===== src/rtl/insn_fetch_unit_pkg.sv =====
// Shared types and constants for the instruction fetch stage.
package insn_fetch_unit_pkg;

    typedef enum logic [1:0] {
        S_IDLE = 2'd0,
        S_REQ  = 2'd1,
        S_HOLD = 2'd2
    } state_e;

    localparam int INSN_W = 32;
    localparam int PC_W   = 64;
    localparam int OFF_W  = 26;
    localparam int CNT_W  = 32;

    localparam logic [PC_W-1:0] PC_INC = 64'd4;

    localparam logic RK_REL = 1'b0;
    localparam logic RK_REG = 1'b1;

    // Counter increment that sticks at all-ones instead of wrapping.
    function automatic logic [CNT_W-1:0] sat_inc(input logic [CNT_W-1:0] v);
        return (v == {CNT_W{1'b1}}) ? v : v + 1'b1;
    endfunction

endpackage


===== src/rtl/insn_fetch_unit_if.sv =====
// Memory-side and decode-side handshakes of the fetch stage; master is the fetch unit.
interface insn_fetch_unit_if;
    import insn_fetch_unit_pkg::*;

    logic                     imem_req;
    logic [PC_W-1:0]          imem_addr;
    logic                     imem_ack;
    logic [INSN_W-1:0]        imem_data;
    logic [INSN_W-1:0]        insn;
    logic [PC_W-1:0]          insn_pc;
    logic                     insn_valid;
    logic                     insn_ready;
    logic                     redirect;
    logic                     redirect_kind;
    logic signed [OFF_W-1:0]  br_offset;
    logic [PC_W-1:0]          br_reg;

    modport master (
        output imem_req, imem_addr, insn, insn_pc, insn_valid,
        input  imem_ack, imem_data, insn_ready, redirect, redirect_kind, br_offset, br_reg
    );

    modport slave (
        input  imem_req, imem_addr, insn, insn_pc, insn_valid,
        output imem_ack, imem_data, insn_ready, redirect, redirect_kind, br_offset, br_reg
    );

endinterface


===== src/rtl/insn_fetch_unit_branch_target_calc.sv =====
// Branch target: PC-relative word offset or register-indirect, always word aligned.
module branch_target_calc
    import insn_fetch_unit_pkg::*;
(
    input  logic [PC_W-1:0]         insn_pc_i,
    input  logic signed [OFF_W-1:0] br_offset_i,
    input  logic [PC_W-1:0]         br_reg_i,
    input  logic                    redirect_kind_i,
    output logic [PC_W-1:0]         target_o
);

    logic signed [PC_W-1:0] off_ext;
    logic [PC_W-1:0]        raw;

    assign off_ext  = {{(PC_W-OFF_W-2){br_offset_i[OFF_W-1]}}, br_offset_i, 2'b00};
    assign raw      = (redirect_kind_i == RK_REG) ? br_reg_i : insn_pc_i + off_ext;
    assign target_o = raw & ~64'd3;

endmodule


===== src/rtl/insn_fetch_unit.sv =====
// Fetch stage: PC, one-outstanding imem request, held instruction and branch redirect.
// Optional FETCH_PERF_EN adds saturating fetch/stall counters.
module insn_fetch_unit
    import insn_fetch_unit_pkg::*;
#(
    parameter logic [63:0] RESET_PC = 64'h0
) (
    input  logic               clock,
    input  logic               reset,
    insn_fetch_unit_if.master  bus,
`ifdef FETCH_PERF_EN
    output logic [CNT_W-1:0]   fetch_count,
    output logic [CNT_W-1:0]   stall_count,
`endif
    output logic [PC_W-1:0]    pc
);

    state_e              state_q, state_d;
    logic [PC_W-1:0]     pc_q, pc_d;
    logic [INSN_W-1:0]   insn_q, insn_d;
    logic [PC_W-1:0]     insn_pc_q, insn_pc_d;
    logic [PC_W-1:0]     target;

    branch_target_calc u_btc (
        .insn_pc_i       (insn_pc_q),
        .br_offset_i     (bus.br_offset),
        .br_reg_i        (bus.br_reg),
        .redirect_kind_i (bus.redirect_kind),
        .target_o        (target)
    );

    always_comb begin
        state_d   = state_q;
        pc_d      = pc_q;
        insn_d    = insn_q;
        insn_pc_d = insn_pc_q;
        case (state_q)
            S_IDLE: state_d = S_REQ;
            S_REQ: begin
                if (bus.imem_ack) begin
                    insn_d    = bus.imem_data;
                    insn_pc_d = pc_q;
                    pc_d      = pc_q + PC_INC;
                    state_d   = S_HOLD;
                end
            end
            S_HOLD: begin
                // pc already points past insn_pc, so only a taken branch touches it.
                if (bus.insn_ready) begin
                    if (bus.redirect) pc_d = target;
                    state_d = S_REQ;
                end
            end
            default: state_d = S_IDLE;
        endcase
    end

    always_ff @(posedge clock) begin
        if (reset) begin
            state_q   <= S_IDLE;
            pc_q      <= RESET_PC;
            insn_q    <= '0;
            insn_pc_q <= '0;
        end else begin
            state_q   <= state_d;
            pc_q      <= pc_d;
            insn_q    <= insn_d;
            insn_pc_q <= insn_pc_d;
        end
    end

    assign bus.imem_req   = (state_q == S_REQ);
    assign bus.imem_addr  = pc_q;
    assign bus.insn       = insn_q;
    assign bus.insn_pc    = insn_pc_q;
    assign bus.insn_valid = (state_q == S_HOLD);
    assign pc             = pc_q;

`ifdef FETCH_PERF_EN
    logic [CNT_W-1:0] fetch_cnt_q, fetch_cnt_d;
    logic [CNT_W-1:0] stall_cnt_q, stall_cnt_d;

    always_comb begin
        fetch_cnt_d = fetch_cnt_q;
        stall_cnt_d = stall_cnt_q;
        if (state_q == S_REQ && bus.imem_ack) fetch_cnt_d = sat_inc(fetch_cnt_q);
        if ((state_q == S_REQ && !bus.imem_ack) || (state_q == S_HOLD && !bus.insn_ready))
            stall_cnt_d = sat_inc(stall_cnt_q);
    end

    always_ff @(posedge clock) begin
        if (reset) begin
            fetch_cnt_q <= '0;
            stall_cnt_q <= '0;
        end else begin
            fetch_cnt_q <= fetch_cnt_d;
            stall_cnt_q <= stall_cnt_d;
        end
    end

    assign fetch_count = fetch_cnt_q;
    assign stall_count = stall_cnt_q;
`endif

endmodule


===== src/flat_wrapper.sv =====
// flat-port wrapper written by rule: the top's interface ports become plain ports
module insn_fetch_unit_flat import insn_fetch_unit_pkg::*;
#(
    parameter logic [63:0] RESET_PC = 64'h0
)
  (clock, reset, pc, bus_imem_req, bus_imem_addr, bus_insn, bus_insn_pc, bus_insn_valid, bus_imem_ack, bus_imem_data, bus_insn_ready, bus_redirect, bus_redirect_kind, bus_br_offset, bus_br_reg);
  insn_fetch_unit_if bus_i ();
  input  logic clock;
  input  logic reset;
  output logic [PC_W-1:0] pc;
  output wire logic [$bits(bus_i.imem_req)-1:0] bus_imem_req;
  output wire logic [$bits(bus_i.imem_addr)-1:0] bus_imem_addr;
  output wire logic [$bits(bus_i.insn)-1:0] bus_insn;
  output wire logic [$bits(bus_i.insn_pc)-1:0] bus_insn_pc;
  output wire logic [$bits(bus_i.insn_valid)-1:0] bus_insn_valid;
  input wire logic [$bits(bus_i.imem_ack)-1:0] bus_imem_ack;
  input wire logic [$bits(bus_i.imem_data)-1:0] bus_imem_data;
  input wire logic [$bits(bus_i.insn_ready)-1:0] bus_insn_ready;
  input wire logic [$bits(bus_i.redirect)-1:0] bus_redirect;
  input wire logic [$bits(bus_i.redirect_kind)-1:0] bus_redirect_kind;
  input wire logic [$bits(bus_i.br_offset)-1:0] bus_br_offset;
  input wire logic [$bits(bus_i.br_reg)-1:0] bus_br_reg;
  assign bus_imem_req = bus_i.imem_req;
  assign bus_imem_addr = bus_i.imem_addr;
  assign bus_insn = bus_i.insn;
  assign bus_insn_pc = bus_i.insn_pc;
  assign bus_insn_valid = bus_i.insn_valid;
  assign bus_i.imem_ack = bus_imem_ack;
  assign bus_i.imem_data = bus_imem_data;
  assign bus_i.insn_ready = bus_insn_ready;
  assign bus_i.redirect = bus_redirect;
  assign bus_i.redirect_kind = bus_redirect_kind;
  assign bus_i.br_offset = bus_br_offset;
  assign bus_i.br_reg = bus_br_reg;
  insn_fetch_unit #(.RESET_PC(RESET_PC)) u_core (.clock(clock), .reset(reset), .bus(bus_i), .pc(pc));
endmodule

===== config.mk =====
export PLATFORM = sky130hd
export DESIGN_NAME = insn_fetch_unit_flat
export DESIGN_NICKNAME = d
export VERILOG_FILES = /design/src/rtl/insn_fetch_unit_pkg.sv /design/src/rtl/insn_fetch_unit_if.sv /design/src/rtl/insn_fetch_unit_branch_target_calc.sv /design/src/rtl/insn_fetch_unit.sv /design/src/flat_wrapper.sv
export SDC_FILE = /design/constraint.sdc
export NUM_CORES = 1
export LEC_CHECK = 0
export BUFFER_PORTS_ARGS = -buffer_cell sky130_fd_sc_hd__buf_2
export CORE_MARGIN = 4
export CORE_UTILIZATION = 45
export CTS_CLUSTER_SIZE = 28
export DETAILED_ROUTE_END_ITERATION = 7
export GPL_TIMING_DRIVEN = 0
export PLACE_DENSITY = 0.68
export SYNTH_ARGS = -nofsm -noshare
export SYNTH_HDL_FRONTEND = slang
export SYNTH_SLANG_ARGS = --single-unit

===== constraint.sdc =====
create_clock -name clock -period 3.7 [get_ports clock]
set_clock_uncertainty 0.1 [all_clocks]
set_input_delay 0.185 -clock clock [delete_from_list [all_inputs] [get_ports clock]]
set_output_delay 0.185 -clock clock [all_outputs]
set_load 0.01 [all_outputs]

==> run_results.csv, run 1 <==
group,metric,value,unit
timing,period_needed,3.61,ns
logic_synthesis,synth_warnings,0,
global_routing,first_global_vias,13400,
die,coreArea,26100,sq um
logic_synthesis,synth_seq_cells,158,
global_routing,grt.total_usage,36.6,%
die,die_w,171,um
timing,tightestPinTransition,1.20,ns
power,p_seq_share,40.0,%
detailed_routing,wl,56.2,mm
worst_hold_path,min_path_type,"primary input to register",
worst_setup_path,ff2ff_setup_slack,0.09,ns
clock_tree,htreeDepth,4,
cells_and_area,mostFrequentLayoutCells,"348 x buf_2, 324 x nand2_1, 264 x a21oi_1",
worst_setup_path,cp_slowest_cell,"or4_1",
worst_setup_path,path_class,"register to register",
clock_tree,cts_root_buf,"clkbuf_16",
worst_hold_path,whs_path_depth,3,
die,die_area,29200,sq um
timing,slew_headroom,20.3,%
power,vdd_ir_drop_max,0.276,mV
clock_tree,clk_path_buf_depth,2,
logic_synthesis,synth-seq-area-share,26.5,%
cells_and_area,drive_above_1_share,22.9,%
power,swShare,32.2,%
worst_hold_path,min_to,"u_core.bus.imem_addr[27]$_SDFFE_PP0P_",
place,io_buffers,344,
detailed_routing,drc,0,
power,leakagePower,6.68,nW
global_routing,grt_pass1_wl,81.7,mm
worst_setup_path,rr_endpoint,"u_core.bus.imem_addr[63]$_SDFFE_PP0P_",
power,internal_power,3.00,mW
logic_synthesis,synth_cell_type_count,89,
place,hpwl,42.6,mm
worst_hold_path,min_from,"bus_br_reg[27]",
worst_setup_path,worstPathMaxFanout,4,
global_routing,grt_max_degree,38,
power,clockPowerShare,42.9,%
timing,fmax,277,MHz
cells_and_area,fin_nets,2317,
detailed_routing,routedWlPerCell,22.7,um
clock_tree,cts_tree,"done",
clock_tree,insertion_delay,0.45,ns
job,maxCapViolations,0,
worst_setup_path,cp_data_required_time,3.97,ns
cells_and_area,final_common_cell,"buf_2",
die,die_h,171,um
worst_setup_path,r2r-start,"u_core.bus.insn_pc[3]$_SDFFE_PP0P_",
outcome,status,"complete, no violations",
logic_synthesis,synth_area,11900,sq um
logic_synthesis,synth_edf_count,0,
place,gp_congestion,1.01,
detailed_routing,dr.pass1.iters,8,
place,placed_area,14100,sq um
power,combPwrFrac,17.0,%
detailed_routing,drt_iter0_drc,2367,
global_routing,gr-total-overflow,0,
timing,setup_violations,0,
die,ios,354,
logic_synthesis,netlist_instances,1713,
logic_synthesis,async_flop_share,0,%
cells_and_area,final_area,15200,sq um
timing,fin_crit_sh,97.4,%
clock_tree,cts_num_sinks,158,
worst_setup_path,r2r_cells,11,
clock_tree,clkTransAtPathRegs,0.08,ns
detailed_routing,routed_via_density,6.02,
logic_synthesis,syn_area_per_cell,6.97,sq um
die,start_util,45.8,%
die,fp-row-count,59,
timing,drv_slew,0,
power,p_sw,1.42,mW
logic_synthesis,ys_dominant_reg_cell,"dfxtp_1",
worst_setup_path,crit_arrival,3.87,ns
detailed_routing,ant_nets,0,
worst_setup_path,cp-end-kind,"register",
clock_tree,cts_buffers,17,
timing,finalHoldViolCount,0,
power,p_per_area,291,nW/um^2
global_routing,antenna_found_initial,1,
cells_and_area,areaGrowthSynthToFinish,27.2,%
worst_setup_path,slowest_delay,0.49,ns
cells_and_area,num_antenna_cells,0,
worst_setup_path,start_kind,"register",
detailed_routing,vias,14900,
worst_setup_path,crit_chain,"ha_1, a211o_1, a211oi_4, a2bb2oi_2, nor4b_4, o2111ai_4, a21oi_1, o21ai_2, o41ai_1, or4_1, o211ai_1",
timing,finalSetupTns,0,ns
==> through the flow <==
step           util (%)  power (mW)  hold WS (ns)  setup WS (ns)  instances
3_5_place_dp       54.1        2.49         0.331         -0.212       2397
2_1_floorplan         -        2.18         0.221          0.731       1718
5_1_grt            58.3        4.53        0.0200        -0.0312       2473
6_report           58.3        4.42       0.00610         0.0948       2473
3_3_place_gp       54.1        2.49         0.327         -0.232       2397
4_1_cts            58.0        4.38        0.0116          0.115       2471
==> per-layer routing <==
layer | share of wire, % | up-vias | wire (um) | global-route usage, %
met5 | 0.14 | - | 80 | 0
met4 | 3.1 | 4 | 1750 | 10.7
met3 | 12 | 131 | 6820 | 8.64
met2 | 43 | 911 | 24100 | 55.6
met1 | 42 | 6945 | 23400 | 52.0
li1 | - | 6887 | - | -
==> cells in the mapped netlist (4+ instances only) <==
| cell | n | area share [%] |
|---|---|---|
| nor2b_1 | 4 | 0.21 |
| o21ai_0 | 83 | 3.5 |
| inv_1 | 23 | 0.72 |
| o22ai_1 | 4 | 0.21 |
| nand3b_1 | 4 | 0.25 |
| buf_1 | 9 | 0.28 |
| nand2_1 | 324 | 10 |
| o21bai_1 | 15 | 0.94 |
| dfxtp_1 | 158 | 26 |
| a211oi_1 | 19 | 1.2 |
| nor3_2 | 4 | 0.34 |
| mux2i_1 | 8 | 0.67 |
| ha_1 | 62 | 6.5 |
| buf_4 | 69 | 4.3 |
| a22oi_1 | 7 | 0.44 |
| o21a_1 | 10 | 0.63 |
| nand3_1 | 51 | 2.1 |
| xnor2_1 | 31 | 2.3 |
| nand4_1 | 34 | 1.8 |
| a31oi_1 | 19 | 1.0 |
| a21oi_1 | 265 | 11 |
| nor3_1 | 47 | 2.0 |
| nand2b_1 | 5 | 0.26 |
| nor2_1 | 133 | 4.2 |
| nor4_1 | 7 | 0.37 |
| and3_1 | 18 | 0.94 |
| o211ai_1 | 17 | 1.1 |
| or3_1 | 7 | 0.37 |
| xor2_1 | 19 | 1.4 |
| a221oi_1 | 12 | 0.88 |
| clkbuf_1 | 95 | 3.0 |
| o31ai_1 | 4 | 0.25 |
| and2_1 | 9 | 0.47 |
| buf_2 | 4 | 0.17 |
| a21o_1 | 25 | 1.6 |
| o21ai_1 | 29 | 1.2 |
==> how the worst max path moves through the flow <==
stage | from | to | slack, ns | depth (start not counted)
2_1_floorplan | u_core.bus.insn_pc[3]$_SDFFE_PP0P_ | u_core.bus.imem_addr[53]$_SDFFE_PP0P_ | 0.73 | 11
3_3_place_gp | bus_br_offset[25] | u_core.bus.imem_addr[60]$_SDFFE_PP0P_ | -0.23 | 13
3_5_place_dp | bus_br_offset[25] | u_core.bus.imem_addr[60]$_SDFFE_PP0P_ | -0.21 | 13
4_1_cts | u_core.bus.insn_pc[3]$_SDFFE_PP0P_ | u_core.bus.imem_addr[45]$_SDFFE_PP0P_ | 0.11 | 11
5_1_grt | u_core.bus.insn_pc[20]$_SDFFE_PP0P_ | u_core.bus.imem_addr[53]$_SDFFE_PP0P_ | -0.03 | 12
6_report | u_core.bus.insn_pc[3]$_SDFFE_PP0P_ | u_core.bus.imem_addr[63]$_SDFFE_PP0P_ | 0.09 | 11
==> sequential cells by signal (all words and copies together), names as in the netlist <==
name                  flops
u_core.bus.insn_pc       62
u_core.bus.imem_addr     62
u_core.bus.insn          32
u_core.state_q            2
==> kinds of logic after synthesis <==
family / after synthesis / share of synthesized area, %
compound gates: 562 / 28.6
flops: 158 / 26.5
buf+inv: 201 / 8.53
mux: 8 / 0.671
simple gates: 670 / 25.3
other cells: 1 / 0.0314
xor+xnor: 50 / 3.67
fa+ha+maj: 63 / 6.66
==> power groups by stage <==
stage	sequential [mW]	combinational [mW]	clock [mW]
2_1_floorplan	1.81	0.368	0
3_3_place_gp	1.81	0.686	0
3_5_place_dp	1.81	0.687	0
4_1_cts	1.77	0.725	1.89
5_1_grt	1.77	0.802	1.95
6_report	1.77	0.753	1.90
==> critical path, delay by kind of cell, from the launching register on <==
family / cells / cell delay (ns)
compound gates: 8 / 2.13
fa+ha+maj: 1 / 0.28
simple gates: 2 / 0.62
flops: 1 / 0.41
==> repair_timing <==
item                                    CTS  global route
endpoints found under the setup margin    0             9
resized for setup                         0            12
hold buffers                             43             0
setup buffers                             0             2
endpoints found under the hold margin    43             0
==> cell type report <==
type / count / area [sq um]
Fill cell: 2607 / 10900
Multi-Input combinational cell: 1359 / 7840
Sequential cell: 158 / 3160
Timing Repair Buffer: 389 / 2170
Buffer: 177 / 928
Clock buffer: 18 / 429
Tap cell: 335 / 419
Clock inverter: 13 / 156
Inverter: 24 / 90.1
Power figures use the tool's default switching activity.
==> run 2: changes to the inputs <==
--- a/config.mk
+++ b/config.mk
@@ -7,11 +7,12 @@
 export LEC_CHECK = 0
 export BUFFER_PORTS_ARGS = -buffer_cell sky130_fd_sc_hd__buf_2
 export CORE_MARGIN = 4
-export CORE_UTILIZATION = 45
+export CORE_UTILIZATION = 39
+export CTS_BUF_LIST = sky130_fd_sc_hd__clkbuf_4
 export CTS_CLUSTER_SIZE = 28
 export DETAILED_ROUTE_END_ITERATION = 7
 export GPL_TIMING_DRIVEN = 0
-export PLACE_DENSITY = 0.68
+export PLACE_DENSITY = 0.6
 export SYNTH_ARGS = -nofsm -noshare
 export SYNTH_HDL_FRONTEND = slang
 export SYNTH_SLANG_ARGS = --single-unit
==> run_results.csv, run 2 (synthesis results as in run 1) <==
group,metric,value,unit
clock_tree,cts_buffers,17,
power,p_per_area,245,nW/um^2
detailed_routing,routed_via_density,5.80,
cells_and_area,drive_above_1_share,22.3,%
timing,setup_violations,0,
clock_tree,cts_num_sinks,158,
power,power.total,3.79,mW
die,start_util,39.9,%
outcome,status,"complete, no violations",
worst_setup_path,cp_slowest_cell,"a2111o_1",
die,die_w,183,um
detailed_routing,ant_nets,0,
timing,period_needed,3.70,ns
timing,holdWs,0.0982,ns
power,vdd_ir_drop_max,0.249,mV
place,gp_congestion,0.981,
clock_tree,htreeDepth,4,
cells_and_area,mostFrequentLayoutCells,"348 x buf_2, 324 x nand2_1, 264 x a21oi_1",
timing,fmax,270,MHz
clock_tree,cts_root_buf,"clkbuf_4",
worst_setup_path,cp_data_required_time,4.15,ns
global_routing,grt.total_usage,33.4,%
cells_and_area,utilization,51.7,%
worst_setup_path,slowest_delay,0.58,ns
detailed_routing,routedWlPerCell,22.5,um
detailed_routing,drt_iter0_drc,1936,
worst_setup_path,worstPathMaxFanout,4,
timing,finalHoldViolCount,0,
die,ios,354,
job,maxCapViolations,0,
clock_tree,insertion_delay,0.66,ns
global_routing,gr-total-overflow,0,
cells_and_area,final_common_cell,"buf_2",
global_routing,grt_pass1_wl,85.8,mm
detailed_routing,drc,0,
global_routing,grt_max_degree,38,
cells_and_area,fin_nets,2371,
global_routing,antenna_found_initial,1,
cells_and_area,areaGrowthSynthToFinish,29.7,%
die,die_area,33500,sq um
timing,slew_headroom,22.1,%
worst_setup_path,cp-end-kind,"register",
timing,rsz0062_at_grt,"true",
detailed_routing,vias,15000,
worst_hold_path,min_path_type,"primary input to register",
detailed_routing,dr.pass1.iters,6,
place,hpwl,44.2,mm
clock_tree,cts_tree,"done",
global_routing,first_global_vias,13800,
clock_tree,clkTransAtPathRegs,0.16,ns
timing,drv_slew,0,
detailed_routing,wl,58.3,mm
power,leakagePower,6.79,nW
die,die_h,183,um
worst_setup_path,crit_chain,"ha_1, fa_2, a21o_1, nand3_1, a21bo_1, a2111o_1, a2111oi_4, o21ai_2, a21oi_1, o21ai_1, mux2i_1, a211oi_1",
place,io_buffers,344,
die,fp-row-count,63,
timing,fin_crit_sh,99.9,%
worst_setup_path,path_class,"register to register",
clock_tree,clk_path_buf_depth,2,
worst_setup_path,crit_arrival,4.15,ns
worst_setup_path,start_kind,"register",
die,coreArea,30000,sq um
timing,tightestPinTransition,1.17,ns
run 2: cell count changes in the layout (fill, tap and decap cells not counted), moves of 2 or more:
| cell | before | now |
|---|---|---|
| diode_2 | 0 | 2 |
| clkbuf_4 | 0 | 18 |
| clkbuf_16 | 17 | 0 |
| clkinv_2 | 0 | 3 |
| o21ai_2 | 2 | 4 |
| dlygate4sd3_1 | 43 | 97 |
| clkinv_1 | 1 | 3 |
| inv_8 | 2 | 0 |
| clkinvlp_4 | 4 | 1 |
| o21ai_0 | 82 | 80 |
run 2: final cells by class:
class / instances / area, sq um
fillers: 3121 / 14500
clock buffers: 18 / 135
plain buffers: 177 / 928
clock inverters: 14 / 164
flip-flops and latches: 158 / 3160
repair buffers: 443 / 2710
well taps: 390 / 488
multi-input cells: 1359 / 7810
inverters: 24 / 90.1
diodes: 2 / 5.00
run 2: final timing paths:
path / startpoint / end / slack (ns) / cells after the start
worst max register to register: u_core.bus.insn_pc[2]$_SDFFE_PP0P_ / u_core.bus.imem_addr[62]$_SDFFE_PP0P_ / 0.002 / 12
worst max-delay path: u_core.bus.insn_pc[2]$_SDFFE_PP0P_ / u_core.bus.imem_addr[62]$_SDFFE_PP0P_ / 0.002 / 12
worst min register to register: u_core.bus.insn[20]$_SDFFE_PP0P_ / u_core.bus.insn[20]$_SDFFE_PP0P_ / 0.36 / 2
worst min-delay path: reset / u_core.bus.imem_addr[59]$_SDFFE_PP0P_ / 0.1 / 3
run 2: metal layers:
metal / vias up / routed length (um) / GRT usage, %
met2: 892 / 25000 / 50.6
met4: 0 / 1800 / 9.92
li1: 6986 / - / -
met5: - / 0 / 0
met3: 118 / 6160 / 6.33
met1: 7003 / 25300 / 48.2
run 2: worst max-delay path: cells and delay by family (launching register included):
kind	cells	cell delay [ns]
muxes	1	0.15
adders and majority gates	2	0.44
and+or+nand+nor	1	0.13
AOI/OAI and AO/OA	8	2.40
DFF	1	0.37
run 2: report_power, final:
part	leakage, nW	internal [mW]	switching, mW	total [mW]
registers	1.28	1.73	0.0390	1.77
clock network	0.162	0.477	0.740	1.22
logic	5.35	0.293	0.510	0.803
total	6.79	2.50	1.29	3.79
run 2: what timing repair did:
action	4_1_cts	5_1_grt
endpoints found under the hold margin	96	0
buffers inserted	0	1
hold buffers	97	0
setup endpoints to repair	0	12
gates resized for setup	0	10
run 2: through the flow:
stage,std cells,TNS [ns],area (sq um),setup WS [ns]
4_1_cts,2581,0,15400,0.0206
5_1_grt,2584,-0.0788,15500,-0.0237
6_report,2585,0,15500,0.00221
3_5_place_dp,2452,-1.57,14200,-0.367
2_1_floorplan,1718,0,12000,0.731
3_3_place_gp,2452,-1.68,14200,-0.396
